--- src/rtl/fmap_row_packer_pkg.sv ---
// Shared constants and FSM state type for the feature-map buffer feeders.
package fmap_pkg;
    localparam int PIX_W        = 32;
    localparam int PIX_PER_WORD = 8;
    localparam int IMG_W        = 227;
    localparam int ROW_PIX      = 232;
    localparam int ROW_WORDS    = ROW_PIX / PIX_PER_WORD;
    localparam int MAX_ROWS     = 17;
    localparam int ADDR_W       = 9;
    localparam int BUF_DEPTH    = 512;
    localparam int WORD_W       = PIX_W * PIX_PER_WORD;
    localparam int LANE_W       = 3;
    localparam int PIX_CNT_W    = 8;
    localparam int ROW_CNT_W    = 5;

    typedef enum logic {
        ST_IDLE = 1'b0,
        ST_RUN  = 1'b1
    } fsm_state_t;

    // True when a job of 'rows' padded rows starting at 'base' fits inside the buffer.
    function automatic logic job_fits(input logic [ADDR_W-1:0] base,
                                      input logic [ROW_CNT_W-1:0] rows);
        logic [11:0] end_addr;
        end_addr = 12'(base) + 12'(rows) * 12'(ROW_WORDS);
        return (rows != '0) && (int'(rows) <= MAX_ROWS) && (end_addr <= 12'(BUF_DEPTH));
    endfunction
endpackage

--- src/rtl/fmap_row_packer_if.sv ---
// Pixel stream in, buffer write port out; master is the packer side.
interface fmap_row_packer_if;
    import fmap_pkg::*;

    logic              s_valid;
    logic              s_ready;
    logic [PIX_W-1:0]  s_pixel;
    logic              wea;
    logic [ADDR_W-1:0] addra;
    logic [WORD_W-1:0] dina;

    modport master (input s_valid, s_pixel, output s_ready, wea, addra, dina);
    modport slave  (output s_valid, s_pixel, input s_ready, wea, addra, dina);
endinterface

--- src/rtl/fmap_row_packer_pix.sv ---
// Lane accumulator: gathers pixels into a 256-bit word, emits it on lane 7 or flush.
module pix_word_packer
    import fmap_pkg::*;
(
    input  logic              clk,
    input  logic              srst,
    input  logic              i_load,
    input  logic              i_flush,
    input  logic [PIX_W-1:0]  i_pixel,
    output logic              o_word_valid,
    output logic [WORD_W-1:0] o_word
);
    logic [PIX_W-1:0]  r_lane_data [PIX_PER_WORD];
    logic [LANE_W-1:0] r_lane;
    logic              r_word_valid;
    logic [WORD_W-1:0] r_word;
    logic [WORD_W-1:0] w_word;
    logic              w_complete;

    assign w_complete = i_load && ((r_lane == LANE_W'(PIX_PER_WORD - 1)) || i_flush);

    generate
        for (genvar gi = 0; gi < PIX_PER_WORD; gi++) begin : g_lane
            // The pixel arriving this cycle is merged so a completed word leaves without a bubble.
            assign w_word[gi*PIX_W +: PIX_W] =
                (i_load && r_lane == LANE_W'(gi)) ? i_pixel : r_lane_data[gi];

            always_ff @(posedge clk) begin
                if (srst || w_complete) begin
                    r_lane_data[gi] <= '0;
                end else if (i_load && r_lane == LANE_W'(gi)) begin
                    r_lane_data[gi] <= i_pixel;
                end
            end
        end
    endgenerate

    always_ff @(posedge clk) begin
        if (srst) begin
            r_lane       <= '0;
            r_word_valid <= 1'b0;
            r_word       <= '0;
        end else begin
            r_word_valid <= w_complete;
            if (w_complete) begin
                r_word <= w_word;
                r_lane <= '0;
            end else if (i_load) begin
                r_lane <= r_lane + 1'b1;
            end
        end
    end

    assign o_word_valid = r_word_valid;
    assign o_word       = r_word;
endmodule

--- src/rtl/fmap_row_packer.sv ---
// Packs a row-major pixel stream into zero-padded 29-word rows of the feature-map buffer.
module fmap_row_packer
    import fmap_pkg::*;
(
    input  logic                 clka,
    input  logic                 rsta,
    input  logic                 start,
    input  logic [ADDR_W-1:0]    base_addr,
    input  logic [ROW_CNT_W-1:0] num_rows,
    fmap_row_packer_if.master    pbus,
    output logic                 busy,
    output logic                 done,
    output logic                 err
);
    fsm_state_t           r_state;
    fsm_state_t           w_state_next;
    logic [ROW_CNT_W-1:0] r_num_rows;
    logic [ROW_CNT_W-1:0] r_row_cnt;
    logic [PIX_CNT_W-1:0] r_pix_cnt;
    logic [ADDR_W-1:0]    r_wr_addr;
    logic [ADDR_W-1:0]    r_addra;
    logic                 r_done;
    logic                 r_err;

    logic w_run, w_accept, w_last_pix, w_last_row, w_job_end, w_word_done;
    logic w_start_req, w_start_ok, w_wea;
    logic [WORD_W-1:0] w_word;

    assign w_run       = (r_state == ST_RUN);
    assign w_accept    = w_run && pbus.s_valid;
    assign w_last_pix  = (r_pix_cnt == PIX_CNT_W'(IMG_W - 1));
    assign w_last_row  = (r_row_cnt == r_num_rows - 1'b1);
    assign w_job_end   = w_accept && w_last_pix && w_last_row;
    assign w_word_done = w_accept && ((r_pix_cnt[LANE_W-1:0] == '1) || w_last_pix);
    // The done cycle still reports busy, so a start landing there is ignored.
    assign w_start_req = start && (r_state == ST_IDLE) && !r_done;
    assign w_start_ok  = w_start_req && job_fits(base_addr, num_rows);

    always_comb begin
        w_state_next = r_state;
        case (r_state)
            ST_IDLE: if (w_start_ok) w_state_next = ST_RUN;
            ST_RUN:  if (w_job_end)  w_state_next = ST_IDLE;
            default: w_state_next = ST_IDLE;
        endcase
    end

    always_ff @(posedge clka) begin
        if (rsta) begin
            r_state    <= ST_IDLE;
            r_num_rows <= '0;
            r_row_cnt  <= '0;
            r_pix_cnt  <= '0;
            r_wr_addr  <= '0;
            r_addra    <= '0;
            r_done     <= 1'b0;
            r_err      <= 1'b0;
        end else begin
            r_state <= w_state_next;
            r_done  <= w_job_end;
            r_err   <= w_start_req && !w_start_ok;
            if (w_start_ok) begin
                r_num_rows <= num_rows;
                r_wr_addr  <= base_addr;
                r_row_cnt  <= '0;
                r_pix_cnt  <= '0;
            end else if (w_accept) begin
                r_pix_cnt <= w_last_pix ? '0 : r_pix_cnt + 1'b1;
                if (w_last_pix) r_row_cnt <= r_row_cnt + 1'b1;
            end
            // Rows are contiguous, so a running address replaces base + row*29 + word.
            if (w_word_done) begin
                r_addra   <= r_wr_addr;
                r_wr_addr <= r_wr_addr + 1'b1;
            end
        end
    end

    pix_word_packer u_packer (
        .clk          (clka),
        .srst         (rsta),
        .i_load       (w_accept),
        .i_flush      (w_last_pix),
        .i_pixel      (pbus.s_pixel),
        .o_word_valid (w_wea),
        .o_word       (w_word)
    );

    assign pbus.s_ready = w_run;
    assign pbus.wea     = w_wea;
    assign pbus.addra   = r_addra;
    assign pbus.dina    = w_word;
    assign busy         = w_run || r_done;
    assign done         = r_done;
    assign err          = r_err;
endmodule

--- src/flat_wrapper.sv ---
// flat-port wrapper written by rule: the top's interface ports become plain ports
module fmap_row_packer_flat import fmap_pkg::*;
  (clka, rsta, start, base_addr, num_rows, busy, done, err, pbus_s_valid, pbus_s_pixel, pbus_s_ready, pbus_wea, pbus_addra, pbus_dina);
  fmap_row_packer_if pbus_i ();
  input  logic clka;
  input  logic rsta;
  input  logic start;
  input  logic [ADDR_W-1:0] base_addr;
  input  logic [ROW_CNT_W-1:0] num_rows;
  output logic busy;
  output logic done;
  output logic err;
  input wire logic [$bits(pbus_i.s_valid)-1:0] pbus_s_valid;
  input wire logic [$bits(pbus_i.s_pixel)-1:0] pbus_s_pixel;
  output wire logic [$bits(pbus_i.s_ready)-1:0] pbus_s_ready;
  output wire logic [$bits(pbus_i.wea)-1:0] pbus_wea;
  output wire logic [$bits(pbus_i.addra)-1:0] pbus_addra;
  output wire logic [$bits(pbus_i.dina)-1:0] pbus_dina;
  assign pbus_i.s_valid = pbus_s_valid;
  assign pbus_i.s_pixel = pbus_s_pixel;
  assign pbus_s_ready = pbus_i.s_ready;
  assign pbus_wea = pbus_i.wea;
  assign pbus_addra = pbus_i.addra;
  assign pbus_dina = pbus_i.dina;
  fmap_row_packer u_core (.clka(clka), .rsta(rsta), .start(start), .base_addr(base_addr), .num_rows(num_rows), .pbus(pbus_i), .busy(busy), .done(done), .err(err));
endmodule
--- config.mk ---
export PLATFORM = sky130hd
export DESIGN_NAME = fmap_row_packer_flat
export DESIGN_NICKNAME = d
export VERILOG_FILES = /design/src/rtl/fmap_row_packer_pkg.sv /design/src/rtl/fmap_row_packer_if.sv /design/src/rtl/fmap_row_packer_pix.sv /design/src/rtl/fmap_row_packer.sv /design/src/flat_wrapper.sv
export SDC_FILE = /design/constraint.sdc
export NUM_CORES = 1
export LEC_CHECK = 0
export CORE_MARGIN = 4
export CORE_UTILIZATION = 55
export CTS_CLUSTER_DIAMETER = 120
export DETAILED_ROUTE_END_ITERATION = 6
export PLACE_DENSITY = 0.8
export SLEW_MARGIN = 20
export SYNTH_ARGS = -nofsm -noshare
export SYNTH_HDL_FRONTEND = slang
export SYNTH_HIERARCHICAL = 1
export SYNTH_SLANG_ARGS = --single-unit
--- constraint.sdc ---
create_clock -name clka -period 5.66 [get_ports clka]
set_input_delay 0.849 -clock clka [delete_from_list [all_inputs] [get_ports clka]]
set_output_delay 0.849 -clock clka [all_outputs]
set_load 0.1 [all_outputs]
==> flow_summary.json, run 1 <==
{
  "seq_power_share": 0.512,
  "crit_required_ns": 6.19,
  "syn2layout_area_growth_pct": 23.3,
  "worstReg2RegEnd": "u_core/u_packer/o_word[226]$_SDFFE_PP0P_",
  "routed_wl_mm": 62.3,
  "yosysWarnings": 6,
  "pin_count": 320,
  "synth_top_family_by_area": "simple AND/OR/NAND/NOR gates",
  "synthFlopType": "dfxtp_1",
  "async_reset_ff_frac": 0,
  "fillers": 2911,
  "critical_path_arrival_ns": 5.33,
  "synthTopCellsByArea": "edfxtp_1, dfxtp_1, a221o_1",
  "synth.ff_latch_count": 555,
  "holdWs_ns": 0.461,
  "num_vias": 16000,
  "ff2ff_path_depth": 8,
  "synthAdderAreaFrac": 0.0327,
  "holdBufCountCts": 0,
  "path_clk_slew_ns": 0.06,
  "synth_area_per_cell_sq_um": 12.7,
  "synth_xor_area_frac": 0.00922,
  "power_mw": 8.50,
  "multi_input_area_sq_um": 8490,
  "drc": 0,
  "start_kind": "input port",
  "status": "finished clean",
  "powerDensity_nw_per_um2": 303,
  "vias_per_cell": 6.07,
  "cts_resized": 0,
  "reg2reg_from": "u_core/r_pix_cnt[0]$_SDFFE_PP0P_",
  "fp-row-count": 74,
  "start_util": 0.557,
  "postPlaceCellArea_sq_um": 26400,
  "worstPathMaxFanout": 9,
  "fin_tns_setup_ns": 0,
  "die_w_um": 212,
  "holdCritStartpoint": "u_core/pbus.addra[5]$_SDFFE_PP0P_",
  "setup_viol": 0,
  "post_cts_buffers": 0,
  "layout-drive-gt1-share": 0.0683,
  "die-height_um": 212,
  "fin_crit_ns": 4.80,
  "cts_root_buffer": "clkbuf_16",
  "power.share.switching": 0.238,
  "port-buffer-count": 319,
  "grt_max_degree": 193,
  "crit_type": "input port to register",
  "slew_violations": 0,
  "dpl.hpwl_mm": 39.7,
  "syn-cell-area_sq_um": 22800,
  "gr-total-overflow": 0,
  "wl_per_cell_um": 23.6,
  "tritoncts": "yes",
  "drt_iter0_drc": 1705,
  "synth_top_area_cell": "edfxtp_1",
  "holdPathStages": 2,
  "synth-compound-area-share": 0.132,
  "cts_sinks": 555,
  "max_slew_margin": 0.233,
  "nets": 2166,
  "design_area_sq_um": 28100,
  "synthSimpleGateAreaFrac": 0.159,
  "end_kind": "register",
  "gp_congestion": 0.881,
  "grt_pass1_vias": 15800,
  "hold_path_end": "u_core/pbus.addra[5]$_SDFFE_PP0P_",
  "cts.path.max_buffers": 3,
  "ys_types": 60,
  "yosysSeqAreaShare": 0.600,
  "grt_pass1_wl_mm": 94.4,
  "die-area_sq_um": 44800,
  "power_frac_comb": 0.078,
  "first_pass_iters": 5,
  "rsz0062_at_grt": "no",
  "finalHoldViolCount": 0,
  "antenna_found_initial": 1,
  "p_leak_nw": 10.7,
  "skew_ns": 0.0183,
  "netlist.area_leader.share": 0.337,
  "hold_path_class": "register to register",
  "clkLatencyLatePin_ns": 0.60,
  "p_switching_mw": 2.02,
  "core_sq_um": 40900,
  "tightestPinTransition_ns": 1.15,
  "cts_buffers": 54,
  "synth_edf_count": 256,
  "reg2reg_slack_ns": 2.43,
  "synth_mux_area_frac": 0.0294,
  "ctsHtreeMaxLevel": 2,
  "drtAntennaViolNets": 0,
  "worst_ir_drop_vdd_mv": 0.241,
  "fmax_mhz": 208,
  "fin_crit_sh": 0.849,
  "syn-instance-count": 1795,
  "internal-power_mw": 6.48,
  "cap_violations": 0,
  "seqCellArea_sq_um": 13700,
  "track_usage": 0.269,
  "pwr-share-clk": 0.410
}
==> per-stage QoR <==
| step | utilization | setup slack [ns] | cells |
|---|---|---|---|
| finish | 0.686 | 0.856 | 2640 |
| global route | 0.686 | 0.739 | 2639 |
| CTS | 0.686 | 0.935 | 2639 |
| detailed placement | 0.644 | 0.313 | 2539 |
| global placement | 0.644 | 0.422 | 2539 |
| floorplan | - | 1.25 | 1826 |
==> sequential cells by signal, indices dropped and copies added (netlist names), 3 cells and up <==
register,flops
u_core/u_packer/o_word,256
u_core/u_packer/r_lane_data,256
u_core/pbus.addra,9
u_core/r_wr_addr,9
u_core/r_pix_cnt,8
u_core/r_num_rows,5
u_core/r_row_cnt,5
u_core/u_packer/r_lane,3
==> synthesized netlist by cell type, types with 14 or more instances <==
| cell type | count |
|---|---|
| nand2_1 | 40 |
| nor3_1 | 14 |
| and2_1 | 228 |
| buf_2 | 64 |
| a221o_1 | 199 |
| nand3_1 | 16 |
| inv_1 | 37 |
| nor2_1 | 25 |
| clkbuf_1 | 94 |
| edfxtp_1 | 256 |
| nor3b_1 | 193 |
| o2bb2ai_1 | 64 |
| mux2i_1 | 67 |
| a21oi_1 | 27 |
| dfxtp_1 | 299 |
| ha_1 | 42 |
==> area by class of cell <==
cell class,count,share of cell area
multi-input cells,1070,0.302
repair buffers,345,0.121
clock buffers,76,0.0542
flip-flops and latches,555,0.487
clock inverters,24,0.00699
inverters,37,0.00494
diodes,1,0.0000891
well taps,532,0.0237
==> worst max-delay path by stage <==
| stage | start | endpoint | slack (ns) | cells after the start |
|---|---|---|---|---|
| 6_report | num_rows[0] | u_core/r_wr_addr[2]$_SDFFE_PP0P_ | 0.86 | 14 |
| 5_1_grt | num_rows[0] | u_core/r_pix_cnt[6]$_SDFFE_PP0P_ | 0.74 | 14 |
| 4_1_cts | num_rows[0] | u_core/r_wr_addr[2]$_SDFFE_PP0P_ | 0.94 | 14 |
| 3_5_place_dp | num_rows[0] | u_core/r_wr_addr[8]$_SDFFE_PP0P_ | 0.31 | 14 |
| 3_3_place_gp | num_rows[0] | u_core/r_pix_cnt[3]$_SDFFE_PP0P_ | 0.42 | 14 |
| 2_1_floorplan | num_rows[0] | u_core/r_wr_addr[7]$_SDFFE_PP0P_ | 1.25 | 13 |
==> per-layer routing <==
| layer | routed length, um | global-route usage |
|---|---|---|
| met2 | 28900 | 0.429 |
| met3 | 4750 | 0.0492 |
| met1 | 27300 | 0.385 |
| met5 | 0 | 0 |
| met4 | 1370 | 0.0664 |
==> power by group through the flow <==
stage	combinational [mW]	clock [mW]	sequential [mW]
after floorplan	0.421	0	4.44
after global placement	0.627	0	4.43
after detailed placement	0.650	0	4.44
after CTS	0.653	3.54	4.35
after global routing	0.720	3.70	4.36
final	0.660	3.49	4.36
==> kinds of logic (layout without fill, tap and decap cells) <==
| group | Yosys count | after routing |
|---|---|---|
| AND/OR/NAND/NOR | 564 | 564 |
| flip-flops | 555 | 555 |
| AO/OA/AOI/OAI | 330 | 330 |
| buffers and inverters | 201 | 482 |
| multiplexers | 67 | 67 |
| adder cells (fa/ha/maj) | 53 | 53 |
| XOR/XNOR | 24 | 24 |
| other | 1 | 33 |
==> cell usage in the layout (no fill, tap or decap), types with 13 or more instances in the layout <==
master / instances
conb_1: 32
mux2i_1: 67
a21oi_1: 27
nor3b_1: 193
dfxtp_1: 299
clkdlybuf4s50_1: 318
nor2_1: 19
o2bb2ai_1: 64
edfxtp_1: 256
nor3_1: 14
buf_4: 25
nand2_1: 35
clkbuf_1: 13
inv_1: 37
clkbuf_16: 54
and2_1: 228
nand3_1: 16
ha_1: 42
a221o_1: 199
==> critical path, stage by stage <==
cell,delay [ns]
clkdlybuf4s50_1,0.45
fa_1,0.55
inv_1,0.06
fa_1,0.53
inv_1,0.06
fa_1,0.51
ha_1,0.38
nor2b_1,0.18
o2111ai_1,0.19
nand2_1,0.13
a311o_1,0.42
or2_0,0.44
nor3_4,0.37
a221o_1,0.22
No activity file was read; power rests on OpenSTA's default activity.
==> run 2: changes to the inputs <==
clock period = 4.6 ns   (was 5.66 ns; I/O delays follow)
==> run 2 against run 1 <==
Via count up 1.6%. Design area grew 1.3%. Sequential share of layout area is 0.64 points lower. Die area did not move.
==> flow_summary.json, run 2 (same netlist as run 1, synthesis figures left out) <==
{
  "fin_crit_ns": 4.37,
  "holdBufCountCts": 0,
  "pre_cts_ws_ns": -0.360,
  "holdPathStages": 1,
  "start_kind": "input port",
  "fillers": 2902,
  "critical_path_arrival_ns": 4.85,
  "most-common-layout-cells": "clkdlybuf4s50_1, dfxtp_1, edfxtp_1, and2_1, a221o_1",
  "syn2layout_area_growth_pct": 24.9,
  "hold_path_class": "register to register",
  "layout-drive-gt1-share": 0.0774,
  "holdWs_ns": 0.459,
  "cts_root_buffer": "clkbuf_16",
  "fin_crit_sh": 0.951,
  "gp_congestion": 0.866,
  "first_pass_iters": 6,
  "n_antenna_cell": 0,
  "drc": 0,
  "tritoncts": "yes",
  "hold_path_end": "u_core/u_packer/o_word[240]$_SDFFE_PP0P_",
  "reg2reg_slack_ns": 1.36,
  "setup_slack_ns": 0.226,
  "worstReg2RegEnd": "u_core/r_wr_addr[3]$_SDFFE_PP0P_",
  "cap_violations": 0,
  "die_w_um": 212,
  "port-buffer-count": 319,
  "core_sq_um": 40900,
  "die-height_um": 212,
  "rsz0062_at_grt": "no",
  "num_vias": 16300,
  "powerDensity_nw_per_um2": 383,
  "finalHoldViolCount": 0,
  "grt_pass1_vias": 16200,
  "nets": 2187,
  "path_clk_slew_ns": 0.06,
  "crit_type": "input port to register",
  "ctsHtreeMaxLevel": 2,
  "reg2reg_from": "u_core/r_pix_cnt[0]$_SDFFE_PP0P_",
  "start_util": 0.557,
  "wl_per_cell_um": 23.8,
  "setup_viol": 0,
  "layout_commonest_cell": "clkdlybuf4s50_1",
  "post_cts_buffers": 0,
  "final_cells": 2663,
  "dp.cells": 2559,
  "cts_sinks": 555,
  "pin_count": 320,
  "die-area_sq_um": 44800,
  "drtAntennaViolNets": 0,
  "cts_buffers": 55,
  "drt_iter0_drc": 1878,
  "skew_ns": 0.0217,
  "fmax_mhz": 229,
  "worst_ir_drop_vdd_mv": 0.273,
  "gr-total-overflow": 0,
  "grt_pass1_wl_mm": 96.2,
  "ff2ff_path_depth": 9,
  "routed_wl_mm": 63.4,
  "vias_per_cell": 6.12,
  "antenna_found_initial": 1,
  "max_slew_margin": 0.227,
  "power_mw": 10.9,
  "slew_violations": 0,
  "dpl.hpwl_mm": 40.4,
  "cts.path.max_buffers": 3,
  "end_kind": "register",
  "crit_required_ns": 5.08,
  "holdCritStartpoint": "u_core/u_packer/o_word[240]$_SDFFE_PP0P_",
  "worstPathMaxFanout": 14,
  "p_leak_nw": 10.9,
  "status": "finished clean",
  "grt_max_degree": 193,
  "clkLatencyLatePin_ns": 0.61,
  "tightestPinTransition_ns": 1.16,
  "fin_tns_setup_ns": 0,
  "track_usage": 0.274,
  "fp-row-count": 74
}
[run 2: layout make-up]
class                      count  area (sq um)  area share
inverter                      37           139     0.00488
tap                          532           666      0.0234
timing repair buffer         365          3600       0.127
clock buffer                  82          1610      0.0566
clock inverter                22           283     0.00993
multi-input combinational   1070          8490       0.298
sequential                   555         13700       0.480
[run 2: stage by stage]
stage	cell area, sq um	utilization
CTS	28500	0.695
global placement	26600	0.649
floorplan	22900	-
detailed placement	26600	0.649
global route	28500	0.696
finish	28500	0.696
[run 2: worst max path at each step]
| stage | from | endpoint | slack [ns] |
|---|---|---|---|
| after detailed placement | num_rows[2] | u_core/r_wr_addr[4]$_SDFFE_PP0P_ | -0.36 |
| after CTS | num_rows[2] | u_core/r_wr_addr[3]$_SDFFE_PP0P_ | 0.24 |
| after floorplan | num_rows[0] | u_core/r_wr_addr[7]$_SDFFE_PP0P_ | 0.35 |
| final | num_rows[0] | u_core/r_pix_cnt[3]$_SDFFE_PP0P_ | 0.23 |
| after global placement | num_rows[2] | u_core/r_wr_addr[5]$_SDFFE_PP0P_ | -0.34 |
| after global routing | num_rows[0] | u_core/r_wr_addr[3]$_SDFFE_PP0P_ | 0.03 |
[run 2: repair_timing]
| action | in CTS | in global routing |
|---|---|---|
| resized for setup | 0 | 3 |
| endpoints found under the hold margin | 0 | 0 |
| setup endpoints to repair | 0 | 6 |
[run 2: power breakdown]
| part | leakage [nW] | internal (mW) | total, mW | switching (mW) |
|---|---|---|---|---|
| registers | 5.04 | 5.29 | 5.36 | 0.0668 |
| clock network | 0.923 | 2.76 | 4.64 | 1.88 |
| logic | 4.91 | 0.311 | 0.894 | 0.583 |
[run 2: critical path, stage by stage]
cell and delay [ns]:
clkdlybuf4s50_1 0.44, fa_1 0.54, inv_1 0.06, fa_1 0.53, inv_1 0.06, fa_1 0.49
ha_1 0.33, nor2b_1 0.16, o2111ai_2 0.20, nand2_2 0.09, buf_4 0.15, xnor2_1 0.16
a31oi_4 0.41, nor2_4 0.08, buf_12 0.16, nor4_1 0.30
[run 2: metal layers]
layer,up-vias,part of all wire,GRT usage
li1,7260,-,-
met1,8165,0.42,0.382
met2,743,0.47,0.437
met3,118,0.077,0.0480
met4,0,0.032,0.0964
met5,-,0,0
